===== config.mk =====
export PLATFORM = sky130hd
export DESIGN_NAME = onchip_mem_arbiter
export DESIGN_NICKNAME = d
export VERILOG_FILES = /design/src/rtl/onchip_mem_arbiter.sv
export SDC_FILE = /design/constraint.sdc
export NUM_CORES = 1
export LEC_CHECK = 0
export BUFFER_PORTS_ARGS = -buffer_cell sky130_fd_sc_hd__buf_2
export CORE_AREA = 2 2 103 105
export CTS_CLUSTER_SIZE = 20
export DETAILED_ROUTE_END_ITERATION = 7
export DIE_AREA = 0 0 105 107
export PLACE_DENSITY_LB_ADDON = 0.15
export SLEW_MARGIN = 5
export SYNTH_ARGS = -nofsm -noshare
export SYNTH_HDL_FRONTEND = slang
export SYNTH_SLANG_ARGS = --single-unit

===== constraint.sdc =====
create_clock -name clk -period 3 [get_ports clk]
set_clock_uncertainty 0.1 [all_clocks]
set_input_delay 0.6 -clock clk [delete_from_list [all_inputs] [get_ports clk]]
set_output_delay 0.6 -clock clk [all_outputs]
set_load 0.1 [all_outputs]

===== src/rtl/onchip_mem_arbiter.sv =====
// Round-robin arbiter that lets two Avalon-MM requesters share one single-port
// on-chip RAM, returning reads one cycle after acceptance.
module onchip_mem_arbiter #(
  parameter int ADDR_W = 11,
  parameter int DATA_W = 32,
  parameter int CNT_W  = 16,
  parameter int BE_W   = DATA_W / 8
) (
  input  logic              clk,
  input  logic              reset,

  input  logic [ADDR_W-1:0] m0_address,
  input  logic              m0_read,
  input  logic              m0_write,
  input  logic [BE_W-1:0]   m0_byteenable,
  input  logic [DATA_W-1:0] m0_writedata,
  output logic              m0_waitrequest,
  output logic [DATA_W-1:0] m0_readdata,
  output logic              m0_readdatavalid,

  input  logic [ADDR_W-1:0] m1_address,
  input  logic              m1_read,
  input  logic              m1_write,
  input  logic [BE_W-1:0]   m1_byteenable,
  input  logic [DATA_W-1:0] m1_writedata,
  output logic              m1_waitrequest,
  output logic [DATA_W-1:0] m1_readdata,
  output logic              m1_readdatavalid,

  output logic [ADDR_W-1:0] mem_address,
  output logic [BE_W-1:0]   mem_byteenable,
  output logic              mem_chipselect,
  output logic              mem_write,
  output logic [DATA_W-1:0] mem_writedata,
  output logic              mem_clken,
  input  logic [DATA_W-1:0] mem_readdata,

  output logic [CNT_W-1:0]  contention_count,
  input  logic              contention_clear
);

  localparam logic [CNT_W-1:0] CNT_MAX = {CNT_W{1'b1}};
  localparam logic [CNT_W-1:0] CNT_ONE = {{(CNT_W-1){1'b0}}, 1'b1};

  logic             req0;
  logic             req1;
  logic             grant0;
  logic             grant1;
  logic             contend;

  logic             last_grant_q, last_grant_d;
  logic             rd_pending_q, rd_pending_d;
  logic             rd_owner_q,   rd_owner_d;
  logic [CNT_W-1:0] cnt_q,        cnt_d;

  // A simultaneous read+write is a write, so req only needs the OR.
  assign req0    = m0_read | m0_write;
  assign req1    = m1_read | m1_write;
  assign contend = req0 & req1;

  // Grant: a lone requester wins; on conflict the one not granted last wins.
  always_comb begin
    grant0 = 1'b0;
    grant1 = 1'b0;
    if (reset) begin
      grant0 = 1'b0;
      grant1 = 1'b0;
    end else if (contend) begin
      if (last_grant_q) begin
        grant0 = 1'b1;
      end else begin
        grant1 = 1'b1;
      end
    end else if (req0) begin
      grant0 = 1'b1;
    end else if (req1) begin
      grant1 = 1'b1;
    end else begin
      grant0 = 1'b0;
      grant1 = 1'b0;
    end
  end

  // Requester handshake and read return
  always_comb begin
    m0_waitrequest   = 1'b1;
    m1_waitrequest   = 1'b1;
    if (reset) begin
      m0_waitrequest = 1'b1;
      m1_waitrequest = 1'b1;
    end else begin
      m0_waitrequest = req0 & ~grant0;
      m1_waitrequest = req1 & ~grant1;
    end
    m0_readdatavalid = rd_pending_q & ~rd_owner_q;
    m1_readdatavalid = rd_pending_q &  rd_owner_q;
    m0_readdata      = mem_readdata;
    m1_readdata      = mem_readdata;
  end

  // RAM port mux; an idle cycle leaves the m0 path selected.
  always_comb begin
    mem_address    = m0_address;
    mem_byteenable = m0_byteenable;
    mem_writedata  = m0_writedata;
    if (grant1) begin
      mem_address    = m1_address;
      mem_byteenable = m1_byteenable;
      mem_writedata  = m1_writedata;
    end else begin
      mem_address    = m0_address;
      mem_byteenable = m0_byteenable;
      mem_writedata  = m0_writedata;
    end
    mem_chipselect = grant0 | grant1;
    mem_write      = (grant0 & m0_write) | (grant1 & m1_write);
    mem_clken      = ~reset;
  end

  // Next-state for arbitration history, read tracking and contention counter
  always_comb begin
    last_grant_d = last_grant_q;
    rd_pending_d = 1'b0;
    rd_owner_d   = rd_owner_q;
    cnt_d        = cnt_q;

    if (grant1) begin
      last_grant_d = 1'b1;
    end else if (grant0) begin
      last_grant_d = 1'b0;
    end else begin
      last_grant_d = last_grant_q;
    end

    if (grant0 && !m0_write) begin
      rd_pending_d = 1'b1;
      rd_owner_d   = 1'b0;
    end else if (grant1 && !m1_write) begin
      rd_pending_d = 1'b1;
      rd_owner_d   = 1'b1;
    end else begin
      rd_pending_d = 1'b0;
      rd_owner_d   = rd_owner_q;
    end

    // Clear outranks a same-cycle increment.
    if (contention_clear) begin
      cnt_d = {CNT_W{1'b0}};
    end else if (contend && (cnt_q != CNT_MAX)) begin
      cnt_d = cnt_q + CNT_ONE;
    end else begin
      cnt_d = cnt_q;
    end
  end

  // State registers; last_grant resets to m1 so m0 wins the first conflict.
  always_ff @(posedge clk or posedge reset) begin
    if (reset) begin
      last_grant_q <= 1'b1;
      rd_pending_q <= 1'b0;
      rd_owner_q   <= 1'b0;
      cnt_q        <= {CNT_W{1'b0}};
    end else begin
      last_grant_q <= last_grant_d;
      rd_pending_q <= rd_pending_d;
      rd_owner_q   <= rd_owner_d;
      cnt_q        <= cnt_d;
    end
  end

  assign contention_count = cnt_q;

endmodule


==> results of run 1 <==
-- cells in the mapped netlist (4+ instances only) --
| cell type | instances | area [sq um] |
|---|---|---|
| nand4_1 | 5 | 31.3 |
| o21ai_0 | 7 | 35.0 |
| or3_1 | 4 | 25.0 |
| or4_1 | 4 | 30.0 |
| o31ai_1 | 7 | 52.6 |
| buf_4 | 64 | 480 |
| buf_6 | 6 | 67.6 |
| mux2_2 | 47 | 529 |
| a21oi_1 | 13 | 65.1 |
| dfrtp_1 | 18 | 450 |
| nand3_1 | 5 | 25.0 |
| nand2_1 | 7 | 26.3 |
| nor2_1 | 7 | 26.3 |
-- layout make-up --
class | count | share of cell area
repair buffers | 176 | 0.465
multi-input cells | 140 | 0.335
flip-flops and latches | 19 | 0.135
well taps | 136 | 0.0482
clock buffers | 4 | 0.0128
inverters | 3 | 0.00425
-- per-stage QoR --
step	hold WS, ns	power [mW]
6_report	0.421	1.57
4_1_cts	0.427	1.59
3_5_place_dp	0.409	1.40
3_3_place_gp	0.404	1.39
2_1_floorplan	0.379	1.39
5_1_grt	0.462	1.62
-- critical path, delay by kind of cell --
kind | cells | cell delay (ns)
buffers and inverters | 3 | 0.48
muxes | 1 | 0.34
AOI/OAI and AO/OA | 2 | 0.63
-- state kept, by name (all words and copies together), names as in the netlist --
name              count
last_grant_q          1
rd_owner_q            1
rd_pending_q          1
contention_count     16
-- power groups by stage --
stage / clock network [mW] / logic, mW / registers [mW]
2_1_floorplan: 0 / 1.09 / 0.300
3_3_place_gp: 0 / 1.11 / 0.283
3_5_place_dp: 0 / 1.12 / 0.283
4_1_cts: 0.193 / 1.12 / 0.278
5_1_grt: 0.202 / 1.14 / 0.281
6_report: 0.183 / 1.11 / 0.278
-- cell families (layout without fill, tap and decap cells) --
kind of cell | count (synthesis) | after routing | share of synthesized area
simple gates | 55 | 55 | 0.165
buf+inv | 78 | 183 | 0.267
fa+ha+maj | 1 | 1 | 0.00564
compound gates | 35 | 35 | 0.0959
flops | 19 | 19 | 0.215
mux | 49 | 49 | 0.252
-- worst paths after layout --
kind                                      from                    to  slack (ns)  cells after the start
max                                    m0_read      mem_writedata[2]        0.24                      6
min                                 rd_owner_q            rd_owner_q        0.42                      1
max reg2reg                contention_count[1]  contention_count[10]        0.68                      5
min reg2reg                         rd_owner_q            rd_owner_q        0.42                      1
max in group asynchronous                reset          last_grant_q        2.07                      3
min in group asynchronous                reset   contention_count[5]        0.46                      3
-- routing by layer --
layer,share of wire,track usage
met1,0.43,0.201
met2,0.46,0.249
met3,0.10,0.0736
met4,0.0039,0.0143
met5,0.0030,0
==> out/metrics.cfg, run 1 <==
[power_and_ir_drop]
swShare=0.523
vdd_drop_max_v=0.000216
p_per_area_mw_per_mm2=444
leakagePower_nw=1.68
p_sw_mw=0.819
comb_power_share=0.705
clockPowerShare=0.117
p_seq_frac=0.178
internal_power_mw=0.748

[worst_hold_path]
worst_hold_path_type=flip-flop to flip-flop

[cts]
cts-root-buf=clkbuf_8
clkSlewWorstSetupHoldPaths_ns=0.07
cts_tree=yes
clock_sinks=19
hold_buffers=0
clock_latency_ns=0.25
htree_levels=1
cts_buffer_depth=2
cts_setup_buffers=0
cts_buffers=3
ctsResizeCount=0

[die]
dieArea_sq_mm=0.0112
top_level_ports=267
die_width_um=105
rows=37
coreArea_sq_mm=0.0101
die_h_um=107
start_util=0.220

[synthesis]
ys_ff_latch=19
synth_edf_count=0
ys_types=44
syn_nets=371
syn_avg_cell_area_sq_um=9.36
synth_ff_type=dfrtp_1
ys_seq_area_frac=0.215
syn_inst=237
yosys_warnings=0
syn_area_sq_mm=0.00222
synth-async-reset-ratio=1.00

[sta]
setup_tns_ns=0
slew_headroom=0.576
finalHoldViolCount=0
rsz0062_at_grt=no
fmax_mhz=362
period_needed_ns=2.76
worstMarginPinSlew_ns=0.631
fin_crit_sh=0.921
setup_viol=0
slew_viol_final=0
setup_ws_ns=0.236

[worst_setup_path]
path_max_fanout=24
end_kind=output pin
slowest_delay_ns=0.38
startpoint_type=primary input
crit_type=primary input to output pin
cp_data_arrival_time_ns=2.06
crit_slowest_cell=a211o_2
critical_path.cell_chain=buf_2 > o22a_2 > a211o_2 > buf_12 > mux2_2 > buf_12
crit_required_ns=2.30
cp_common_cell=buf_12

[final_layout]
multiInputGateArea_sq_mm=0.00118
final_cell_mix=buf_2, buf_12, mux2_2
layout_commonest_cell=buf_2
postLayoutCellArea_sq_mm=0.00353
layout-drive-gt1-share=0.716
layout.cells.non_filler=478
final_core_util=0.350
diodes=0
nNetsFinal=477
area_growth_pct=59.2
final-seq-area_sq_um=477
fill_cells=1101

[global_route]
grt_use_total=0.156
antenna_found_initial=2
grt_pass1_vias=2291
grt_max_degree=27
gr-total-overflow=0
grt_pass1_wl_um=13400

[place]
dp_slack_ns=0.234
place_congestion=0.786
dp_cells=474
dp_hpwl_um=7850
numPortBuffers=170
placed_area_sq_mm=0.00349

[flow_run]
drv_cap=0

[drt]
drtAntennaViolNets=0
dr.pass1.iters=4
avgViaCountPerCell=4.52
via_count=2160
routedWlPerCell_um=19.1
wl_um=9120
drt_iter0_markers=65
drc=0

[outcome]
status=complete, no violations

No activity file was read; power rests on OpenSTA's default activity.
==> inputs of run 2 (changes only) <==
--- a/config.mk
+++ b/config.mk
@@ -11,6 +11,7 @@
 export DETAILED_ROUTE_END_ITERATION = 7
 export DIE_AREA = 0 0 105 107
 export PLACE_DENSITY_LB_ADDON = 0.15
+export REMOVE_ABC_BUFFERS = 1
 export SLEW_MARGIN = 5
 export SYNTH_ARGS = -nofsm -noshare
 export SYNTH_HDL_FRONTEND = slang
==> run 2 against run 1 <==
Against the previous run: routed wire length is 20% higher; worst hold slack worse by 0.0097 ns; register-to-register slack gained 0.27 ns; critical path type unchanged.
==> out/metrics.cfg, run 2 (same netlist as run 1, synthesis figures left out) <==
[outcome]
status=complete, no violations

[worst_setup_path]
endpoint=mem_writedata[1]
slowest_delay_ns=0.37
regToRegEndpoint=contention_count[14]
cp.buffers_inverters=3
crit_slowest_cell=mux2_2
end_kind=output pin
crit_required_ns=2.30
cp-startpoint=m0_read
r2r_setup_slack_ns=0.95
path_max_fanout=22
r2r_start=contention_count[0]
cp.depth=6
crit_type=primary input to output pin
startpoint_type=primary input
cp_data_arrival_time_ns=2.09
critical_path.cell_chain=buf_2 > o22a_2 > a211o_2 > buf_4 > mux2_2 > buf_12
rr_worst_depth=6
cpLargestDelayFamily=compound AO/OA/AOI/OAI gates

[global_route]
gr-total-overflow=0
grt_pass1_wl_um=15600
antenna_found_initial=0
grt_max_degree=29
grt_pass1_vias=2378
grt_use_total=0.187

[drt]
via_count=2238
drtAntennaViolNets=0
avgViaCountPerCell=4.67
drc=0
wl_um=10900
dr.pass1.iters=4
routedWlPerCell_um=22.8
drt_iter0_markers=67

[final_layout]
final-seq-area_sq_um=477
multiInputGateArea_sq_mm=0.00115
diodes=0
layout-drive-gt1-share=0.706
largest_reg_flops=16
nNetsFinal=478
final_core_util=0.345
area_growth_pct=56.8
final_cell_mix=buf_2, buf_12, mux2_2
layout_commonest_cell=buf_2
postLayoutCellArea_sq_mm=0.00348
fill_cells=1084

[cts]
clock_latency_ns=0.25
cts_tree=yes
clock_sinks=19
clkSlewWorstSetupHoldPaths_ns=0.07
cts-root-buf=clkbuf_8
hold_buffers=0
htree_levels=1
cts_buffer_depth=2
cts_setup_buffers=0
ctsResizeCount=0
cts_buffers=3

[die]
coreArea_sq_mm=0.0101
dieArea_sq_mm=0.0112
top_level_ports=267
start_util=0.220
die_h_um=107
die_width_um=105
rows=37

[sta]
fmax_mhz=358
fin_crit_sh=0.931
slew_headroom=0.655
worstMarginPinSlew_ns=0.521
rsz0062_at_grt=no
finalHoldViolCount=0
slew_viol_final=0
setup_tns_ns=0
setup_viol=0
period_needed_ns=2.79

[power_and_ir_drop]
p_per_area_mw_per_mm2=447
vdd_drop_max_v=0.000196
leakagePower_nw=1.67
fin_total_pwr_mw=1.55

[place]
dp_hpwl_um=9580
numPortBuffers=170
placed_area_sq_mm=0.00343
place_congestion=0.778

[worst_hold_path]
min_from=last_grant_q
worst_hold_path_type=flip-flop to flip-flop

[flow_run]
drv_cap=0

==> run 2: cell count changes in the layout (fill, tap and decap cells not counted), sizes merged <==
| cell | before | now |
|---|---|---|
| inv | 2 | 3 |
| buf | 176 | 177 |
| clkinvlp | 1 | 0 |
==> run 2: layer usage <==
metal / share of wire / wire (um) / global-route usage
met5: 0.0055 / 60 / 0.0667
met2: 0.40 / 4390 / 0.256
met4: 0.0012 / 13 / 0.00190
met1: 0.43 / 4650 / 0.240
met3: 0.17 / 1820 / 0.143
==> run 2: how the worst min path moves through the flow <==
| stage | endpoint | slack, ns | cells past startpoint |
|---|---|---|---|
| 2_1_floorplan | last_grant_q | 0.38 | 2 |
| 3_3_place_gp | rd_owner_q | 0.40 | 1 |
| 3_5_place_dp | last_grant_q | 0.40 | 2 |
| 4_1_cts | last_grant_q | 0.41 | 2 |
| 5_1_grt | last_grant_q | 0.43 | 2 |
| 6_report | last_grant_q | 0.41 | 2 |
==> run 2: report_power, final <==
part | internal, mW | switching [mW]
clock network | 0.0943 | 0.0844
logic | 0.376 | 0.723
registers | 0.267 | 0.0100
==> run 2: area by class of cell <==
cell class | count | share of cell area
sequential | 19 | 0.137
timing repair buffer | 177 | 0.467
tap | 136 | 0.0489
clock buffer | 4 | 0.0129
multi-input combinational | 140 | 0.331
inverter | 3 | 0.00324
==> run 2: stage by stage <==
stage,hold slack [ns],cells,worst slack (ns)
global placement,0.402,475,0.209
finish,0.411,479,0.207
CTS,0.411,479,0.206
floorplan,0.378,162,-2.91
global route,0.430,479,0.164
detailed placement,0.404,475,0.208
==> run 2: worst min-delay path: stages (launching register included) <==
cell and delay, ns:
dfstp_2 0.39, o21ai_0 0.07, nand2_1 0.05
==> inputs of run 3 (changes only) <==
==> constraint.sdc (replaced) <==
create_clock -name clk -period 2.4 [get_ports clk]
set_clock_uncertainty 0.1 [all_clocks]
set_input_delay 0.48 -clock clk [delete_from_list [all_inputs] [get_ports clk]]
set_output_delay 0.48 -clock clk [all_outputs]
set_load 0.1 [all_outputs]
==> run 3 against run 2 <==
Against the previous run: utilization grew 1.6 points; highest routed layer unchanged; via count increased by 0.67%; setup slack worse by 0.27 ns; cell area up 4.8%; critical path depth is the same; sequential cell count unchanged; critical endpoint is now mem_writedata[7]; largest cell class unchanged; the run now ends with setup timing left; register-to-register slack worse by 0.67 ns; total power increased by 29%; clock power rose by 34%; non-clock buffer count grew 7; sequential power up 25%.
==> out/metrics.cfg, run 3 (same netlist as run 1, synthesis figures left out) <==
[outcome]
status=finished, violations left
violations=setup timing

[drt]
drc=0
via_count=2253
dr.pass1.iters=4
wl_um=11200
drt_iter0_markers=53
drtAntennaViolNets=0
avgViaCountPerCell=4.62
routedWlPerCell_um=23.0

[sta]
finalHoldViolCount=0
slew_viol_final=0
fin_crit_sh=1.03
period_needed_ns=2.46
setup_tns_ns=-1.49
fmax_mhz=406
setup_viol=47
rsz0062_at_grt=yes
worstMarginPinSlew_ns=0.511
whs_ns=0.244
setup_ws_ns=-0.0622
slew_headroom=0.662

[worst_setup_path]
r2r_start=contention_count[0]
cp-startpoint=m0_read
path_max_fanout=23
crit_required_ns=1.82
end_kind=output pin
rr_worst_depth=5
startpoint_type=primary input
crit_type=primary input to output pin
cp_data_arrival_time_ns=1.88

[global_route]
gr-total-overflow=0
antenna_found_initial=5
grt_pass1_wl_um=16200
grt_pass1_vias=2396
grt_max_degree=28
grt_use_total=0.194

[place]
dp_hpwl_um=9600
numPortBuffers=170
place_congestion=0.821

[cts]
cts-root-buf=clkbuf_8
clock_latency_ns=0.26
clkSlewWorstSetupHoldPaths_ns=0.09
cts_buffers=3
htree_levels=1
cts_tree=yes
clock_sinks=19
hold_buffers=0
cts_buffer_depth=2

[power_and_ir_drop]
vdd_drop_max_v=0.000278
leakagePower_nw=1.75
p_per_area_mw_per_mm2=550

[die]
rows=37
coreArea_sq_mm=0.0101
dieArea_sq_mm=0.0112
top_level_ports=267
start_util=0.220
die_width_um=105
die_h_um=107

[final_layout]
area_growth_pct=64.3
layout_commonest_cell=buf_2
layout-drive-gt1-share=0.717
fill_cells=1087
largest_reg_flops=16
final_cell_mix=buf_2, buf_12, mux2_2
nNetsFinal=485

[worst_hold_path]
worst_hold_path_type=primary input to asynchronous set/reset pin

[flow_run]
drv_cap=0

-- run 3: cell count changes in the layout (fill, tap and decap cells not counted), moves of 2 or more --
cell	delta
diode_2	+2
buf_2	-5
buf_12	+5
mux2_2	-2
mux2_4	+2
buf_4	+5
buf_6	+2
-- run 3: per-stage QoR --
step | util | setup slack, ns | instances | area [sq um] | total power [mW]
floorplan | - | -3.27 | 162 | 1640 | 1.20
global placement | 0.352 | -0.0901 | 482 | 3560 | 1.77
detailed placement | 0.352 | -0.104 | 482 | 3560 | 1.77
CTS | 0.360 | -0.0611 | 486 | 3630 | 2.03
global route | 0.361 | -0.0804 | 486 | 3640 | 2.07
finish | 0.361 | -0.0622 | 488 | 3640 | 2.00
-- run 3: layer usage --
metal,share of wire,up-vias,global-route usage
met5,0.0085,-,0.0667
met2,0.40,194,0.268
met4,0.0017,8,0.00190
li1,-,1022,-
met1,0.41,1021,0.242
met3,0.17,8,0.157
-- run 3: final timing paths --
check,end,slack (ns)
worst max-delay path,mem_writedata[7],-0.06
worst min-delay path,contention_count[6],0.24
worst max register to register,contention_count[10],0.28
worst min register to register,last_grant_q,0.42
max in group asynchronous,last_grant_q,1.67
min in group clk,last_grant_q,0.42
-- run 3: final cells by class --
cell class / instances / area [sq um] / share of cell area
clock inverter: 1 / 5.00 / 0.00137
tap: 136 / 170 / 0.0467
multi-input combinational: 140 / 1180 / 0.323
sequential: 19 / 477 / 0.131
timing repair buffer: 184 / 1760 / 0.483
clock buffer: 3 / 41.3 / 0.0113
antenna: 2 / 5.00 / 0.00137
inverter: 3 / 11.3 / 0.00309
-- run 3: worst max-delay path: stages --
cell	delay (ns)
buf_6	0.09
o22a_4	0.24
a211o_4	0.36
buf_12	0.17
mux2_2	0.33
buf_12	0.18
-- run 3: power breakdown --
group	switching, mW	internal, mW
clock network	0.124	0.116
registers	0.0120	0.333
logic	0.912	0.508
total	1.05	0.957
-- run 3: what timing repair did --
action / CTS / global route
endpoints found under the setup margin: 47 / 47
setup buffers: 0 / 0
gates resized for setup: 5 / 2
